--- config.mk ---
export PLATFORM = sky130hd
export DESIGN_NAME = chunked_adder_flat
export DESIGN_NICKNAME = d
export VERILOG_FILES = /design/src/rtl/chunked_adder_if.sv /design/src/rtl/chunked_adder.sv /design/src/flat_wrapper.sv
export SDC_FILE = /design/constraint.sdc
export NUM_CORES = 1
export LEC_CHECK = 0
export ABC_AREA = 1
export BUFFER_PORTS_ARGS = -buffer_cell sky130_fd_sc_hd__buf_2
export CAP_MARGIN = 10
export CELL_PAD_IN_SITES_DETAIL_PLACEMENT = 2
export CELL_PAD_IN_SITES_GLOBAL_PLACEMENT = 2
export CORE_ASPECT_RATIO = 0.75
export CORE_MARGIN = 8
export CORE_UTILIZATION = 35
export DETAILED_ROUTE_END_ITERATION = 8
export PLACE_DENSITY_LB_ADDON = 0.1
export SLEW_MARGIN = 20
export SYNTH_ARGS = -nofsm -noshare
export SYNTH_HDL_FRONTEND = slang
export SYNTH_SLANG_ARGS = --single-unit
--- constraint.sdc ---
create_clock -name clk -period 7.6 [get_ports clk]
set_clock_uncertainty 0.1 [all_clocks]
set_input_delay 0.38 -clock clk [delete_from_list [all_inputs] [get_ports clk]]
set_output_delay 0.38 -clock clk [all_outputs]
set_load 0.005 [all_outputs]
--- src/rtl/chunked_adder_if.sv ---
// Operand/result bundle for chunked_adder. With CHUNKED_ADDER_OVF_EN defined the
// bundle also carries the signed-overflow flag ovf.
interface chunked_adder_if #(
    parameter int unsigned WIDTH = 16
);
    logic             start;
    logic             sub;
    logic [WIDTH-1:0] a;
    logic [WIDTH-1:0] b;
    logic             cin;
    logic             busy;
    logic             done;
    logic [WIDTH-1:0] s;
    logic             cout;
`ifdef CHUNKED_ADDER_OVF_EN
    logic             ovf;

    modport master (
        output start, sub, a, b, cin,
        input  busy, done, s, cout, ovf
    );

    modport slave (
        input  start, sub, a, b, cin,
        output busy, done, s, cout, ovf
    );
`else
    modport master (
        output start, sub, a, b, cin,
        input  busy, done, s, cout
    );

    modport slave (
        input  start, sub, a, b, cin,
        output busy, done, s, cout
    );
`endif
endinterface

--- src/rtl/chunked_adder.sv ---
// Multi-cycle add/subtract, CHUNK bits per clock with a registered ripple carry.
// Optional signed-overflow output enabled by CHUNKED_ADDER_OVF_EN.
module chunked_adder #(
    parameter int unsigned WIDTH = 16,
    parameter int unsigned CHUNK = 4
) (
    input logic           clk,
    input logic           rst_n,
    chunked_adder_if.slave bus
);

    localparam int unsigned NCH  = WIDTH / CHUNK;
    localparam int unsigned IDXW = (NCH > 1) ? $clog2(NCH) : 1;

    typedef enum logic [1:0] {
        StIdle,
        StRun,
        StDone
    } state_e;

    state_e            state_q;
    logic [IDXW-1:0]   idx_q;
    logic              carry_q;
    logic [WIDTH-1:0]  a_q;
    logic [WIDTH-1:0]  b_q;
    logic [WIDTH-1:0]  s_q;
    logic              busy_q;
    logic              done_q;
    logic              cout_q;
`ifdef CHUNKED_ADDER_OVF_EN
    logic              ovf_q;
`endif

    logic [31:0]       lsb;
    logic [CHUNK-1:0]  a_chunk;
    logic [CHUNK-1:0]  b_chunk;
    logic [CHUNK:0]    chunk_sum;
    logic              last_chunk;
    logic              msb_carry_in;

    always_comb begin
        lsb          = 32'(idx_q) * CHUNK;
        a_chunk      = a_q[lsb +: CHUNK];
        b_chunk      = b_q[lsb +: CHUNK];
        chunk_sum    = {1'b0, a_chunk} + {1'b0, b_chunk} + {{CHUNK{1'b0}}, carry_q};
        last_chunk   = (idx_q == IDXW'(NCH - 1));
        // Carry into the MSB recovered from the MSB sum bit and its operand bits.
        msb_carry_in = chunk_sum[CHUNK-1] ^ a_chunk[CHUNK-1] ^ b_chunk[CHUNK-1];
    end

    always_ff @(posedge clk or negedge rst_n) begin
        if (!rst_n) begin
            state_q <= StIdle;
            idx_q   <= '0;
            carry_q <= 1'b0;
            a_q     <= '0;
            b_q     <= '0;
            s_q     <= '0;
            busy_q  <= 1'b0;
            done_q  <= 1'b0;
            cout_q  <= 1'b0;
`ifdef CHUNKED_ADDER_OVF_EN
            ovf_q   <= 1'b0;
`endif
        end else begin
            done_q <= 1'b0;
            unique case (state_q)
                StIdle: begin
                    if (bus.start) begin
                        // Subtract is a + ~b + 1, so fold sub into b and the carry-in.
                        a_q     <= bus.a;
                        b_q     <= bus.sub ? ~bus.b : bus.b;
                        carry_q <= bus.sub | bus.cin;
                        idx_q   <= '0;
                        busy_q  <= 1'b1;
                        state_q <= StRun;
                    end
                end
                StRun: begin
                    s_q[lsb +: CHUNK] <= chunk_sum[CHUNK-1:0];
                    carry_q           <= chunk_sum[CHUNK];
                    idx_q             <= idx_q + IDXW'(1);
                    if (last_chunk) begin
                        cout_q  <= chunk_sum[CHUNK];
`ifdef CHUNKED_ADDER_OVF_EN
                        ovf_q   <= msb_carry_in ^ chunk_sum[CHUNK];
`endif
                        busy_q  <= 1'b0;
                        state_q <= StDone;
                    end
                end
                StDone: begin
                    done_q  <= 1'b1;
                    state_q <= StIdle;
                end
                default: state_q <= StIdle;
            endcase
        end
    end

`ifndef CHUNKED_ADDER_OVF_EN
    logic unused_msb_carry_in;
    assign unused_msb_carry_in = msb_carry_in;
`endif

    assign bus.busy = busy_q;
    assign bus.done = done_q;
    assign bus.s    = s_q;
    assign bus.cout = cout_q;
`ifdef CHUNKED_ADDER_OVF_EN
    assign bus.ovf  = ovf_q;
`endif

endmodule

--- src/flat_wrapper.sv ---
// flat-port wrapper written by rule: the top's interface ports become plain ports
module chunked_adder_flat 
#(
    parameter int unsigned WIDTH = 16,
    parameter int unsigned CHUNK = 4
)
  (clk, rst_n, bus_start, bus_sub, bus_a, bus_b, bus_cin, bus_busy, bus_done, bus_s, bus_cout);
  chunked_adder_if #(.WIDTH(WIDTH)) bus_i ();
  input logic clk;
  input logic rst_n;
  input wire logic [$bits(bus_i.start)-1:0] bus_start;
  input wire logic [$bits(bus_i.sub)-1:0] bus_sub;
  input wire logic [$bits(bus_i.a)-1:0] bus_a;
  input wire logic [$bits(bus_i.b)-1:0] bus_b;
  input wire logic [$bits(bus_i.cin)-1:0] bus_cin;
  output wire logic [$bits(bus_i.busy)-1:0] bus_busy;
  output wire logic [$bits(bus_i.done)-1:0] bus_done;
  output wire logic [$bits(bus_i.s)-1:0] bus_s;
  output wire logic [$bits(bus_i.cout)-1:0] bus_cout;
  assign bus_i.start = bus_start;
  assign bus_i.sub = bus_sub;
  assign bus_i.a = bus_a;
  assign bus_i.b = bus_b;
  assign bus_i.cin = bus_cin;
  assign bus_busy = bus_i.busy;
  assign bus_done = bus_i.done;
  assign bus_s = bus_i.s;
  assign bus_cout = bus_i.cout;
  chunked_adder #(.WIDTH(WIDTH), .CHUNK(CHUNK)) u_core (.clk(clk), .rst_n(rst_n), .bus(bus_i));
endmodule
==> impl_metrics.json, run 1 <==
{
  "grt_pass1_wl_mm": 12.9,
  "cp-startpoint": "u_core.idx_q[0]$_DFFE_PN0P_",
  "syn_inst": 307,
  "dr.pass1.iters": 4,
  "cts_tree": "built",
  "setup_viol": 0,
  "cts_resized": 0,
  "end_kind": "flop",
  "dieArea_mm2": 0.0110,
  "r2r_slack_ns": 4.02,
  "cts_buffers": 5,
  "peakVddDrop_mv": 0.173,
  "r2r-start": "u_core.idx_q[0]$_DFFE_PN0P_",
  "ys_seq_area_share_pct": 50.9,
  "cts.sinks": 56,
  "final-seq-area_mm2": 0.00140,
  "drt-initial-drc-count": 67,
  "drt_drc_violations_left": 0,
  "synth_common_cells": "83 x nand2_1, 56 x dfrtp_1, 35 x o21ai_0",
  "crit_fanout": 26,
  "io_pins": 56,
  "routed_wl_mm": 7.58,
  "grt_util_all_layers_pct": 14.3,
  "start_util_pct": 35.5,
  "outcome": "completed",
  "rr_endpoint": "u_core.bus.cout$_DFFE_PN0P_",
  "root_buffer": "clkbuf_8",
  "slew_viol_final": 0,
  "worstSetupStartpointType": "flop",
  "layout-drive-gt1-share_pct": 21.8,
  "cts.hold.buffers_added": 0,
  "clkTransAtPathRegs_ns": 0.10,
  "synth_seq_cells": 56,
  "yosys_warnings": 0,
  "area_growth_pct": 16.5,
  "setup_tns_ns": 0,
  "synth_edf_count": 0,
  "viasPerCell": 4.92,
  "synth_area_per_cell_um2": 8.96,
  "syn_nets": 355,
  "clockBufferDepth": 2,
  "grt_setup_unrepaired": "no",
  "nNetsFinal": 405,
  "yosys.area.top_type": "dfrtp_1",
  "criticalPathCategory": "flop to flop",
  "grt_pass1_vias": 2548,
  "n_antenna_cell": 0,
  "htree_levels": 2,
  "place.gp.congestion": 0.760,
  "p_per_area_mw_per_mm2": 446,
  "synth.area.top_cells": "dfrtp_1 51%, nand2_1 11%, o21ai_0 6.4%",
  "slew_headroom_pct": 42.9,
  "worstMarginPinSlew_ns": 0.856,
  "synth.top_cell.area_share_pct": 50.9,
  "syn_area_mm2": 0.00275,
  "multiInputGateArea_mm2": 0.00121,
  "period_needed_ns": 3.58,
  "grt_max_degree": 57,
  "die_h_um": 92.8,
  "p_total_mw": 1.43,
  "hold_viol": 0,
  "clock_latency_ns": 0.31,
  "core_area_mm2": 0.00774,
  "p_leak_nw": 1.59,
  "hold_class": "primary input to asynchronous set/reset pin",
  "cts_setup_buffers": 0,
  "fin_crit_sh_pct": 47.1,
  "r2r_cells": 8,
  "synth_most_common_cell": "nand2_1",
  "fmax_mhz": 279,
  "ys.flop_type": "dfrtp_1",
  "ant_nets": 0,
  "num_vias": 2277,
  "io_buffers": 55,
  "endpoint": "u_core.bus.cout$_DFFE_PN0P_",
  "drt-wirelength-per-cell_um": 16.4,
  "timing.max_cap.violations": 0,
  "die_w_um": 118,
  "antenna_found_initial": 0,
  "required_ns": 7.71,
  "arrival_ns": 3.69,
  "hpwlAfterDp_mm": 5.56,
  "fillCellCount": 902,
  "yosysUniqueCellTypes": 28,
  "num_rows": 28,
  "gr-total-overflow": 0,
  "async_flop_share_pct": 100
}
==> worst min path at each step <==
| stage | from | to | slack [ns] | cells after the start |
|---|---|---|---|---|
| floorplan | rst_n | u_core.a_q[0]$_DFFE_PN0P_ | -0.02 | 0 |
| global placement | u_core.a_q[7]$_DFFE_PN0P_ | u_core.a_q[7]$_DFFE_PN0P_ | 0.36 | 2 |
| detailed placement | u_core.a_q[10]$_DFFE_PN0P_ | u_core.a_q[10]$_DFFE_PN0P_ | 0.36 | 2 |
| CTS | rst_n | u_core.b_q[3]$_DFFE_PN0P_ | 0.13 | 2 |
| global route | rst_n | u_core.b_q[3]$_DFFE_PN0P_ | 0.16 | 2 |
| finish | rst_n | u_core.b_q[3]$_DFFE_PN0P_ | 0.1 | 2 |
==> per-layer routing <==
metal | routed length (um) | up-vias | track usage, %
li1 | - | 1104 | -
met1 | 3610 | 1120 | 18.8
met2 | 3560 | 43 | 23.3
met3 | 323 | 10 | 3.71
met4 | 78 | 0 | 3.25
met5 | 0 | - | 0
==> report_power, final <==
group	switching, mW	internal (mW)	total, mW
Clock	0.101	0.0981	0.199
Combinational	0.453	0.250	0.702
Sequential	0.106	0.423	0.530
Total	0.660	0.771	1.43
==> area by class of cell <==
class	count	area share, %
tap	105	4.10
inverter	19	2.22
timing repair buffer	56	8.82
sequential	56	43.7
clock inverter	2	1.09
multi-input combinational	219	37.8
clock buffer	6	2.26
==> flip-flops by register name (all words and copies together), names as in the netlist <==
register         cells
u_core.a_q          16
u_core.b_q          16
u_core.bus.s        16
u_core.idx_q         2
u_core.state_q       2
u_core.bus.busy      1
u_core.bus.cout      1
u_core.bus.done      1
u_core.carry_q       1
==> worst max-delay path: stages (launching register included) <==
cell and delay, ns:
dfrtp_1 0.91, inv_1 0.56, o21ai_0 0.33, o22ai_1 0.13
fa_1 0.44, fa_1 0.41, a21oi_1 0.18, o21bai_1 0.11
mux2_2 0.28
==> metrics by stage <==
step	utilization, %	worst slack (ns)	cells	instance area, um2	hold slack (ns)
floorplan	-	5.16	307	2750	-0.0156
global placement	40.0	4.30	455	3100	0.357
detailed placement	40.0	4.13	455	3100	0.362
CTS	41.4	4.03	463	3210	0.126
global route	41.4	3.69	463	3210	0.156
finish	41.4	4.02	463	3210	0.0976
==> logic make-up (layout without fill, tap and decap cells) <==
family	Yosys count	after routing	synth area share [%]
xor+xnor	17	17	5.41
compound gates	69	69	13.6
fa+ha+maj	11	11	5.55
mux	1	1	0.409
buf+inv	32	83	5.05
simple gates	121	121	19.1
flops	56	56	50.9
==> cells in the final DEF, fill, tap and decap left out, types with 4 or more instances in the layout <==
master    synthesis  routed
xnor2_1          17      17
clkbuf_8          0       5
nor2_1           19      19
inv_2             4       4
o21ai_1          18      18
inv_1            14      14
nand2_1          83      83
o22ai_1           9       9
o21ai_0          35      35
nand3_1           7       7
buf_2             9      55
ha_1              9       9
dfrtp_1          56      56
No activity file was read; power rests on OpenSTA's default activity.
==> run 2, diff against run 1 <==
- CORE_UTILIZATION: 35 -> 33
- clock period: 7.6 -> 3.51 ns (I/O delays scaled with it)
==> run 2 against run 1 <==
Effect of this change:
- die area increased by 5.1%
- routed wire length rose by 4.2%
- worst hold slack worse by 0.080 ns
- design area rose by 4.8%
- first-iteration DRC count rose by 37%
- global-route usage is essentially flat
- non-clock buffer count is 17 higher
- combinational power increased by 130%
- final cell count increased by 4.3%
- register-to-register slack got worse by 3.5 ns
- fmax grew 21%
- power up 110%
- largest power group unchanged
==> impl_metrics.json, run 2 (synthesis results as in run 1) <==
{
  "period_needed_ns": 2.95,
  "hold_class": "primary input to flop",
  "worstSetupStartpointType": "flop",
  "worstMarginPinSlew_ns": 0.852,
  "fillCellCount": 915,
  "crit_cells": 8,
  "area_growth_pct": 22.1,
  "layout-drive-gt1-share_pct": 20.8,
  "io_pins": 56,
  "p_leak_nw": 1.65,
  "arrival_ns": 3.05,
  "slew_viol_final": 0,
  "cts_tree": "built",
  "htree_levels": 2,
  "critical-path-top-delay-family": "adder cells",
  "whs_path_depth": 3,
  "r2r_cells": 8,
  "required_ns": 3.61,
  "path_cells": "clkinv_1 -> o21ai_0 -> o22ai_1 -> fa_1 -> fa_1 -> a21oi_1 -> o21bai_1 -> mux2_2",
  "slew_headroom_pct": 43.2,
  "crit_top_cell": "fa_1",
  "worst_hold_slack_ns": 0.0178,
  "r2r_slack_ns": 0.56,
  "n_antenna_cell": 0,
  "fmax_mhz": 339,
  "fin_crit_sh_pct": 84.0,
  "place.gp.congestion": 0.806,
  "grt_setup_unrepaired": "no",
  "hpwlAfterDp_mm": 5.88,
  "slowest_delay_ns": 0.56,
  "setup_ws_ns": 0.560,
  "outcome": "completed",
  "rr_endpoint": "u_core.bus.cout$_DFFE_PN0P_",
  "antenna_found_initial": 0,
  "crit_fanout": 12,
  "num_vias": 2357,
  "pre_cts_slack_ns": 0.573,
  "routed_wl_mm": 7.89,
  "drt_drc_violations_left": 0,
  "root_buffer": "clkbuf_8",
  "viasPerCell": 4.88,
  "drt-initial-drc-count": 92,
  "num_rows": 29,
  "end_kind": "flop",
  "endpoint": "u_core.bus.cout$_DFFE_PN0P_",
  "p_total_mw": 3.07,
  "criticalPathCategory": "flop to flop",
  "dieArea_mm2": 0.0115,
  "clockBufferDepth": 2,
  "final_core_util_pct": 40.6,
  "cts_buffers": 5,
  "cts.sinks": 56,
  "die_w_um": 121,
  "setup_tns_ns": 0,
  "drt-wirelength-per-cell_um": 16.3,
  "cts_resized": 0,
  "critPathSlowestCell": "dfrtp_1",
  "path_buf_inv": 1,
  "ant_nets": 0,
  "core_area_mm2": 0.00827,
  "timing.max_cap.violations": 0,
  "p_per_area_mw_per_mm2": 914,
  "start_util_pct": 33.3,
  "dr.pass1.iters": 4,
  "hold_viol": 0,
  "grt_util_all_layers_pct": 14.3,
  "layout_common_cells": "83 x nand2_1, 56 x dfrtp_1, 55 x buf_2",
  "cts_setup_buffers": 0,
  "peakVddDrop_mv": 0.290,
  "grt_pass1_vias": 2606,
  "io_buffers": 55,
  "cp-startpoint": "u_core.idx_q[1]$_DFFE_PN0P_",
  "gr-total-overflow": 0,
  "layout_commonest_cell": "nand2_1",
  "grt_max_degree": 51,
  "die_h_um": 95.1,
  "nNetsFinal": 422,
  "grt_pass1_wl_mm": 13.2,
  "r2r-start": "u_core.idx_q[1]$_DFFE_PN0P_",
  "clkTransAtPathRegs_ns": 0.10,
  "setup_viol": 0,
  "clock_latency_ns": 0.31
}
run 2: changes by cell type in the layout (fill, tap and decap cells not counted):
cell,delta
clkbuf_8,+1
dlygate4sd3_1,+16
clkbuf_1,+1
buf_4,+1
clkinv_2,-1
bufinv_16,-1
run 2: final cells by class:
type / count / area, um2 / area share [%]
Multi-Input combinational cell: 219 / 1210 / 36.1
Sequential cell: 56 / 1400 / 41.7
Timing Repair Buffer: 73 / 450 / 13.4
Tap cell: 108 / 135 / 4.02
Inverter: 19 / 71.3 / 2.12
Clock buffer: 8 / 90.1 / 2.68
run 2: timing repair:
item / in CTS / in global routing
endpoints found under the hold margin: 51 / 0
endpoints found under the setup margin: 0 / 0
hold buffers: 16 / 0
run 2: power by group:
part / internal [mW] / switching (mW)
Sequential: 0.918 / 0.189
Clock: 0.162 / 0.208
Combinational: 0.564 / 1.03
run 2: layer usage:
| layer | part of all wire [%] | global-route usage, % | vias up | wire [um] |
|---|---|---|---|---|
| met2 | 48 | 24.8 | 42 | 3820 |
| li1 | - | - | 1138 | - |
| met3 | 4.6 | 3.49 | 8 | 362 |
| met5 | 0 | 0 | - | 0 |
| met4 | 1.2 | 3.07 | 0 | 91 |
| met1 | 46 | 17.9 | 1169 | 3630 |
run 2: how the worst min path moves through the flow:
stage | start | to | slack (ns)
after floorplan | rst_n | u_core.a_q[0]$_DFFE_PN0P_ | -0.22
after global placement | rst_n | u_core.b_q[1]$_DFFE_PN0P_ | 0.23
after detailed placement | rst_n | u_core.b_q[1]$_DFFE_PN0P_ | 0.23
after CTS | bus_a[4] | u_core.a_q[4]$_DFFE_PN0P_ | 0.008
after global routing | bus_a[4] | u_core.a_q[4]$_DFFE_PN0P_ | 0.04
final | bus_a[4] | u_core.a_q[4]$_DFFE_PN0P_ | 0.02
run 2: metrics by stage:
stage / cell area, um2 / std cells
3_5_place_dp: 3110 / 459
2_1_floorplan: 2750 / 307
5_1_grt: 3360 / 483
3_3_place_gp: 3110 / 459
4_1_cts: 3360 / 483
6_report: 3360 / 483
run 2: worst register-to-register path, cell delays in order, from the launching register on:
cell and delay, ns:
dfrtp_1 0.56, clkinv_1 0.39, o21ai_0 0.22, o22ai_1 0.14, fa_1 0.45, fa_1 0.42
a21oi_1 0.18, o21bai_1 0.10, mux2_2 0.28
==> run 3, diff against run 2 <==
- clock period: 3.51 -> 3.05 ns (I/O delays scaled with it)
==> run 3 against run 2 <==
Effect of this change:
- combinational power rose by 16%
- global-route usage decreased by 0.28 points
- count of clock-buffer cells in the layout is the same
- routed wire length down 2.8%
- critical endpoint is now u_core.bus.s[6]$_DFFE_PN0P_
- highest routed layer unchanged
==> impl_metrics.json, run 3 (synthesis results as in run 1) <==
{
  "area_growth_pct": 23.6,
  "fin_crit_sh_pct": 85.1,
  "outcome": "completed",
  "drt-wirelength-per-cell_um": 15.7,
  "worstSetupStartpointType": "flop",
  "cts_tree": "built",
  "routed_wl_mm": 7.67,
  "clkTransAtPathRegs_ns": 0.10,
  "hpwlAfterDp_mm": 5.80,
  "ant_nets": 0,
  "peakVddDrop_mv": 0.310,
  "layout_commonest_cell": "nand2_1",
  "hold_viol": 0,
  "num_vias": 2329,
  "setup_viol": 0,
  "drt-initial-drc-count": 70,
  "criticalPathCategory": "flop to flop",
  "period_needed_ns": 2.59,
  "num_rows": 29,
  "crit_fanout": 13,
  "setup_tns_ns": 0,
  "cts.sinks": 56,
  "switching_share_pct": 45.9,
  "cts.hold.buffers_added": 17,
  "p_leak_nw": 1.67,
  "clock_latency_ns": 0.31,
  "place.gp.congestion": 0.804,
  "io_buffers": 55,
  "io_pins": 56,
  "die_h_um": 95.1,
  "p_int_mw": 1.92,
  "cts_setup_buffers": 0,
  "p_total_mw": 3.54,
  "switchingPower_mw": 1.63,
  "arrival_ns": 2.69,
  "htree_levels": 2,
  "worst_hold_slack_ns": 0.0266,
  "slew_headroom_pct": 46.0,
  "grt_setup_unrepaired": "no",
  "p_per_area_mw_per_mm2": 1040,
  "fmax_mhz": 385,
  "cts_resized": 0,
  "grt_pass1_wl_mm": 13.0,
  "antenna_found_initial": 0,
  "gr-total-overflow": 0,
  "sequentialPowerShare_pct": 35.6,
  "grt_max_degree": 51,
  "dieArea_mm2": 0.0115,
  "fillCellCount": 953,
  "grt_util_all_layers_pct": 14.1,
  "die_w_um": 121,
  "start_util_pct": 33.3,
  "layout_common_cells": "83 x nand2_1, 56 x dfrtp_1, 55 x buf_2",
  "hold_class": "primary input to flop",
  "layout-drive-gt1-share_pct": 21.6,
  "core_area_mm2": 0.00827,
  "dr.pass1.iters": 4,
  "timing.max_cap.violations": 0,
  "n_antenna_cell": 0,
  "worstMarginPinSlew_ns": 0.809,
  "pwr-share-clk_pct": 12.0,
  "required_ns": 3.15,
  "viasPerCell": 4.77,
  "nNetsFinal": 427,
  "slew_viol_final": 0,
  "clockBufferDepth": 2,
  "p_comb_share_pct": 52.4,
  "drt_drc_violations_left": 0,
  "cts_buffers": 5,
  "root_buffer": "clkbuf_8",
  "grt_pass1_vias": 2663,
  "end_kind": "flop"
}
-- run 3: final timing paths --
kind,to,depth (start not counted),startpoint,slack (ns)
worst max-delay path,u_core.bus.s[6]$_DFFE_PN0P_,9,u_core.idx_q[0]$_DFFE_PN0P_,0.46
worst min-delay path,u_core.b_q[14]$_DFFE_PN0P_,3,bus_b[14],0.03
worst max register to register,u_core.bus.s[6]$_DFFE_PN0P_,9,u_core.idx_q[0]$_DFFE_PN0P_,0.46
worst min register to register,u_core.a_q[1]$_DFFE_PN0P_,2,u_core.a_q[1]$_DFFE_PN0P_,0.38
max in group asynchronous,u_core.a_q[7]$_DFFE_PN0P_,3,rst_n,1.71
min in group asynchronous,u_core.b_q[5]$_DFFE_PN0P_,2,rst_n,0.29
-- run 3: final cells by class --
type | count | area, um2 | area share, %
Clock buffer | 8 | 90.1 | 2.65
Multi-Input combinational cell | 219 | 1210 | 35.6
Timing Repair Buffer | 78 | 490 | 14.4
Sequential cell | 56 | 1400 | 41.2
Tap cell | 108 | 135 | 3.97
Inverter | 19 | 71.3 | 2.10
-- run 3: metrics by stage --
step	setup slack (ns)	instance area (um2)	util [%]	instances
after detailed placement	0.466	3140	37.9	463
final	0.455	3400	41.1	488
after global placement	0.600	3140	37.9	463
after CTS	0.435	3400	41.1	488
after global routing	0.199	3400	41.1	488
after floorplan	0.611	2750	-	307
-- run 3: critical path: stages (launching register included) --
cell and delay (ns):
dfrtp_1 0.43, inv_1 0.21, o21ai_0 0.23, o22ai_1 0.12, fa_1 0.45, fa_1 0.42, xnor2_1 0.29, nor2_1 0.07
nand2_1 0.10, o21ai_1 0.06
-- run 3: power groups by stage --
stage               Combinational, mW  Clock [mW]  Sequential (mW)
global placement                 1.81           0             1.28
finish                           1.85       0.426             1.26
global route                     2.14       0.469             1.30
floorplan                        1.27           0             1.22
detailed placement               1.87           0             1.28
CTS                              1.90       0.438             1.27
-- run 3: metal layers --
layer | up-vias | part of all wire (%) | wire length, um | GRT usage, %
li1 | 1146 | - | - | -
met1 | 1142 | 47 | 3640 | 17.6
met2 | 36 | 48 | 3710 | 24.6
met3 | 5 | 3.8 | 293 | 3.43
met4 | 0 | 0.46 | 35 | 2.46
met5 | - | 0 | 0 | 0
